`config.mk`:
```
export PLATFORM = sky130hd
export DESIGN_NAME = pong_game_ctrl
export DESIGN_NICKNAME = d
export VERILOG_FILES = /design/src/rtl/pong_game_ctrl.sv
export SDC_FILE = /design/constraint.sdc
export NUM_CORES = 1
export LEC_CHECK = 0
export ABC_AREA = 1
export ABC_CLOCK_PERIOD_IN_PS = 2230
export CAP_MARGIN = 20
export CORE_UTILIZATION = 50
export DETAILED_ROUTE_END_ITERATION = 7
export HOLD_SLACK_MARGIN = 0.06
export PLACE_DENSITY = 0.84
export SETUP_SLACK_MARGIN = 0.4
export SYNTH_ARGS = -nofsm -noshare
export SYNTH_HDL_FRONTEND = slang
export SYNTH_SLANG_ARGS = --single-unit
export TNS_END_PERCENT = 20
```
`constraint.sdc`:
```
create_clock -name pixel_clk_in -period 2.23 [get_ports pixel_clk_in]
set_input_delay 0.446 -clock pixel_clk_in [delete_from_list [all_inputs] [get_ports pixel_clk_in]]
set_output_delay 0.446 -clock pixel_clk_in [all_outputs]
set_load 0.02 [all_outputs]
```
`src/rtl/pong_game_ctrl.sv`:
```
// pong_game_ctrl: game-flow sequencer for the pong datapath.
// Owns the pong block's reset and frame-strobe gate, drives puck and paddle
// speeds, and tracks score and lives from hit/miss pulses. Single clock domain.
//
// Ports:
//   pixel_clk_in      pixel clock
//   rst_in            synchronous active-high reset
//   nf_in             one-cycle new-frame strobe
//   start_in          debounced start button level
//   hit_in            one-cycle paddle-hit event
//   miss_in           one-cycle puck-lost event
//   game_rst_out      reset to pong datapath
//   run_out           frame-strobe gate (pong nf = nf_in & run_out)
//   puck_speed_out    puck speed
//   paddle_speed_out  paddle speed, always min(puck_speed+1,15)
//   lives_out         lives remaining
//   score_out         hits this game, saturating at 255
//   state_out         IDLE=0 SERVE=1 PLAY=2 MISS=3 OVER=4 PAUSE=5
//
// Optional feature macro: PONG_PAUSE_EN enables start-button pause in PLAY.
module pong_game_ctrl #(
   parameter int unsigned LIVES        = 3,
   parameter int unsigned SERVE_FRAMES = 60,
   parameter int unsigned OVER_FRAMES  = 120,
   parameter int unsigned SPEEDUP_HITS = 4,
   parameter int unsigned INIT_SPEED   = 1,
   parameter int unsigned MAX_SPEED    = 15
) (
   input  logic       pixel_clk_in,
   input  logic       rst_in,
   input  logic       nf_in,
   input  logic       start_in,
   input  logic       hit_in,
   input  logic       miss_in,
   output logic       game_rst_out,
   output logic       run_out,
   output logic [3:0] puck_speed_out,
   output logic [3:0] paddle_speed_out,
   output logic [1:0] lives_out,
   output logic [7:0] score_out,
   output logic [2:0] state_out
);

   typedef enum logic [2:0] {
      IDLE  = 3'd0,
      SERVE = 3'd1,
      PLAY  = 3'd2,
      MISS  = 3'd3,
      OVER  = 3'd4,
      PAUSE = 3'd5
   } state_t;

   localparam int unsigned MAX_FRAMES = (SERVE_FRAMES > OVER_FRAMES) ? SERVE_FRAMES : OVER_FRAMES;
   localparam int unsigned FCW        = $clog2(MAX_FRAMES + 1);
   localparam int unsigned HCW        = $clog2(SPEEDUP_HITS + 1);

   localparam logic [3:0]     INIT_SPD   = 4'(INIT_SPEED);
   localparam logic [3:0]     MAX_SPD    = 4'(MAX_SPEED);
   localparam logic [1:0]     LIVES_INIT = 2'(LIVES);
   localparam logic [FCW-1:0] SERVE_LAST = FCW'(SERVE_FRAMES - 1);
   localparam logic [FCW-1:0] OVER_LAST  = FCW'(OVER_FRAMES - 1);
   localparam logic [HCW-1:0] HITS_WRAP  = HCW'(SPEEDUP_HITS);

   // Paddle always runs one step faster than the puck, capped at 15.
   function automatic logic [3:0] paddle_of(input logic [3:0] speed);
      return (speed == 4'hF) ? 4'hF : speed + 4'd1;
   endfunction

   state_t         state_q, state_d;
   logic [FCW-1:0] frame_q, frame_d;
   logic [HCW-1:0] hit_q,   hit_d;
   logic [3:0]     speed_q, speed_d;
   logic [3:0]     paddle_q, paddle_d;
   logic [1:0]     lives_q, lives_d;
   logic [7:0]     score_q, score_d;
   logic           grst_q,  grst_d;
   logic           run_q,   run_d;
   logic           start_q;
   logic           start_rise;

   // State and output registers.
   always_ff @(posedge pixel_clk_in) begin
      if (rst_in) begin
         state_q  <= IDLE;
         frame_q  <= '0;
         hit_q    <= '0;
         speed_q  <= INIT_SPD;
         paddle_q <= paddle_of(INIT_SPD);
         lives_q  <= LIVES_INIT;
         score_q  <= '0;
         grst_q   <= 1'b1;
         run_q    <= 1'b0;
         start_q  <= 1'b0;
      end else begin
         state_q  <= state_d;
         frame_q  <= frame_d;
         hit_q    <= hit_d;
         speed_q  <= speed_d;
         paddle_q <= paddle_d;
         lives_q  <= lives_d;
         score_q  <= score_d;
         grst_q   <= grst_d;
         run_q    <= run_d;
         start_q  <= start_in;
      end
   end

   // Next-state and next-output logic.
   always_comb begin
      state_d    = state_q;
      frame_d    = frame_q;
      hit_d      = hit_q;
      speed_d    = speed_q;
      lives_d    = lives_q;
      score_d    = score_q;
      grst_d     = 1'b1;
      run_d      = 1'b0;
      start_rise = start_in & ~start_q;

      case (state_q)
         IDLE: begin
            if (start_rise) state_d = SERVE;
         end

         SERVE: begin
            if (nf_in) begin
               if (frame_q == SERVE_LAST) begin
                  state_d = PLAY;
                  frame_d = '0;
               end else begin
                  frame_d = frame_q + FCW'(1);
               end
            end
         end

         PLAY: begin
            // A miss takes priority over a simultaneous hit or start press.
            if (miss_in) begin
               if (lives_q > 2'd1) begin
                  lives_d = lives_q - 2'd1;
                  state_d = MISS;
               end else begin
                  lives_d = 2'd0;
                  state_d = OVER;
                  frame_d = '0;
               end
            end else begin
               if (hit_in) begin
                  if (score_q != 8'hFF) score_d = score_q + 8'd1;
                  if (hit_q + HCW'(1) == HITS_WRAP) begin
                     hit_d = '0;
                     if (speed_q < MAX_SPD) speed_d = speed_q + 4'd1;
                  end else begin
                     hit_d = hit_q + HCW'(1);
                  end
               end
`ifdef PONG_PAUSE_EN
               if (start_rise) state_d = PAUSE;
`endif
            end
         end

         MISS: begin
            if (nf_in) begin
               state_d = SERVE;
               frame_d = '0;
            end
         end

         OVER: begin
            // Start press or final frame both return to IDLE.
            if (start_rise) begin
               state_d = IDLE;
            end else if (nf_in) begin
               if (frame_q == OVER_LAST) state_d = IDLE;
               else                      frame_d = frame_q + FCW'(1);
            end
         end

`ifdef PONG_PAUSE_EN
         PAUSE: begin
            if (start_rise) state_d = PLAY;
         end
`endif

         default: state_d = IDLE;
      endcase

      // Entering or sitting in IDLE reloads the game settings.
      if (state_d == IDLE) begin
         lives_d = LIVES_INIT;
         score_d = '0;
         speed_d = INIT_SPD;
         hit_d   = '0;
         frame_d = '0;
      end

      case (state_d)
         PLAY:    begin grst_d = 1'b0; run_d = 1'b1; end
         OVER:    begin grst_d = 1'b0; run_d = 1'b0; end
         PAUSE:   begin grst_d = 1'b0; run_d = 1'b0; end
         default: begin grst_d = 1'b1; run_d = 1'b0; end
      endcase

      paddle_d = paddle_of(speed_d);
   end

   assign game_rst_out     = grst_q;
   assign run_out          = run_q;
   assign puck_speed_out   = speed_q;
   assign paddle_speed_out = paddle_q;
   assign lives_out        = lives_q;
   assign score_out        = score_q;
   assign state_out        = state_q;

endmodule

```
==> metrics.yaml <==
yosysTopAreaCell: "dfxtp_1"
ys_top_cells_by_count: "nand2_1 (49), nor2_1 (37), dfxtp_1 (34)"
gp_congestion: 0.846
synth_top_area_share_pct: 37.8
max_freq_mhz: 538
start_kind: "register"
synth-async-reset-ratio_pct: 0
critical-path-max-stage-delay_ns: 0.63
cp_data_arrival_time_ns: 1.41
finalSetupTns_ns: 0
routed-via-count: 1809
grt_setup_unrepaired: "yes"
slowest_stage: "clkdlybuf4s50_1"
drv_cap: 0
grt_pass1_wl_um: 6070
status: "finished clean"
total_power_mw: 1.17
cp_cell_sequence: "clkdlybuf4s50_1"
cts_buffers: 5
placedCellCount: 339
critical-path-top-delay-family: "buffers and inverters"
synth_cell_types: 34
min_period_over_period_pct: 83.3
cts.sinks: 34
syn-num-nets: 261
drt-vias-per-instance: 5.10
chipWidth_um: 62.0
drt_iter0_drc: 124
yosysWarningCount: 0
critical_path_class: "register to output pin"
hold_path_class: "register to register"
ioPinCount: 29
end_kind: "output pin"
ctsHoldBuffers: 0
dpl_cell_area_sq_um: 2270
ys_ff_latch: 34
path_max_fanout: 4
final_util_pct: 73.7
min_period_ns: 1.86
syn-cell-area_sq_um: 1800
antenna_found_initial: 0
cts_buffer_depth: 2
clk_pin_slew_ns: 0.11
gr-usage-all-layers_pct: 21.5
ant_nets: 0
place_hpwl_um: 2830
core-area_sq_um: 3390
firstDrtPassIters: 4
place_ws_ns: -0.116
drt-total-wl_um: 4200
setup_viol: 0
slew_violations: 0
fin_ws_ns: 0.372
fin_cells: 355
netlist_instances: 248
drive_gt1_share_pct: 26.2
skew_ns: 0.0190
htreeDepth: 2
root_buffer: "clkbuf_4"
hold_violations: 0
initial_utilization_pct: 53.1
fin_hold_ws_ns: 0.492
die_y_um: 62.0
synth_area_leaders: "dfxtp_1 (38%), nand2_1 (10%), nor2_1 (7.7%)"
powerDensity_nw_per_um2: 467
synth-edff-count: 0
grt_pass1_vias: 1478
rows: 21
yosysMostFrequentCell: "nand2_1"
diodes: 0
drc: 0
overflow: 0
avgSynthCellArea_sq_um: 7.25
critPathBufInv: 1
insertion_delay_ns: 0.35
wl_per_cell_um: 11.8
final_area_sq_um: 2500
slew_headroom_pct: 75.1
p_leak_nw: 1.04
worstPathRequired_ns: 1.78
ys_seq_area_share_pct: 37.8
port_buffers: 28
peakVddDrop_v: 0.000453
cts_tree: "built"
ys.flop_type: "dfxtp_1"
fin_nets: 321
grt_start_max_net_pins: 12
die_area_sq_um: 3840
worst_slew_pin_slew_ns: 0.369
num-fill-cells: 244
syn_to_final_growth_pct: 38.9
-- path summary, 6_finish.rpt --
path	startpoint	endpoint	slack, ns	cells past startpoint
worst min-delay path	hit_q[1]	hit_q[1]	0.49	2
worst max register to register	frame_q[1]	paddle_speed_out[3]	0.40	15
worst min register to register	hit_q[1]	hit_q[1]	0.49	2
worst max-delay path	lives_out[1]	lives_out[1]	0.37	1
-- placed cells by master, fill, tap and decap left out, drive strengths merged, types with 2 or more instances in the layout --
master | Yosys | final
or2 | 4 | 4
o21ai | 13 | 13
clkinv | 0 | 2
nor4 | 2 | 2
o211ai | 2 | 2
nand4 | 5 | 5
nand2 | 54 | 54
buf | 2 | 28
nor2 | 42 | 42
a21oi | 13 | 13
clkbuf | 1 | 5
xor2 | 7 | 7
clkdlybuf4s50 | 0 | 25
inv | 32 | 32
dfxtp | 34 | 34
ha | 7 | 7
nor3 | 6 | 6
nand3 | 18 | 18
dlygate4sd2 | 0 | 2
-- sequential cells by signal (all words and copies together), names as in the netlist --
name	flops
score_out	8
frame_q	7
paddle_speed_out	4
puck_speed_out	4
hit_q	3
state_out	3
lives_out	2
game_rst_out	1
run_out	1
start_q	1
-- power breakdown --
| part | switching [mW] | leakage, nW | internal [mW] |
|---|---|---|---|
| sequential | 0.00451 | 0.278 | 0.609 |
| combinational | 0.0601 | 0.720 | 0.0499 |
| clock | 0.211 | 0.0450 | 0.232 |
| total | 0.275 | 1.04 | 0.891 |
-- routing by layer --
layer  GRT usage, %  routed length (um)  vias to the layer above
li1               -                   -                      922
met3           4.97                 165                        5
met1           26.6                1850                      843
met4           9.21                  77                        0
met5              0                   0                        -
met2           35.7                2110                       39
-- logic make-up after synthesis --
| logic type | synth area share, % |
|---|---|
| fa+ha+maj | 4.87 |
| compound gates | 9.46 |
| flops | 37.8 |
| buf+inv | 7.93 |
| simple gates | 36.0 |
| xor+xnor | 3.89 |
-- final cells by class --
cell class	count	area, sq um	share of cell area, %
timing repair buffer	56	498	19.9
sequential	34	693	27.7
clock buffer	5	37.5	1.50
clock inverter	3	40.0	1.60
tap	46	57.6	2.30
multi-input combinational	179	1050	42.1
inverter	32	120	4.81
-- what timing repair did --
item / CTS / global route
setup endpoints to repair: 18 / 34
resized for setup: 11 / 21
pin swaps: 4 / 9
buffers inserted: 3 / 5
Power figures use the tool's default switching activity.
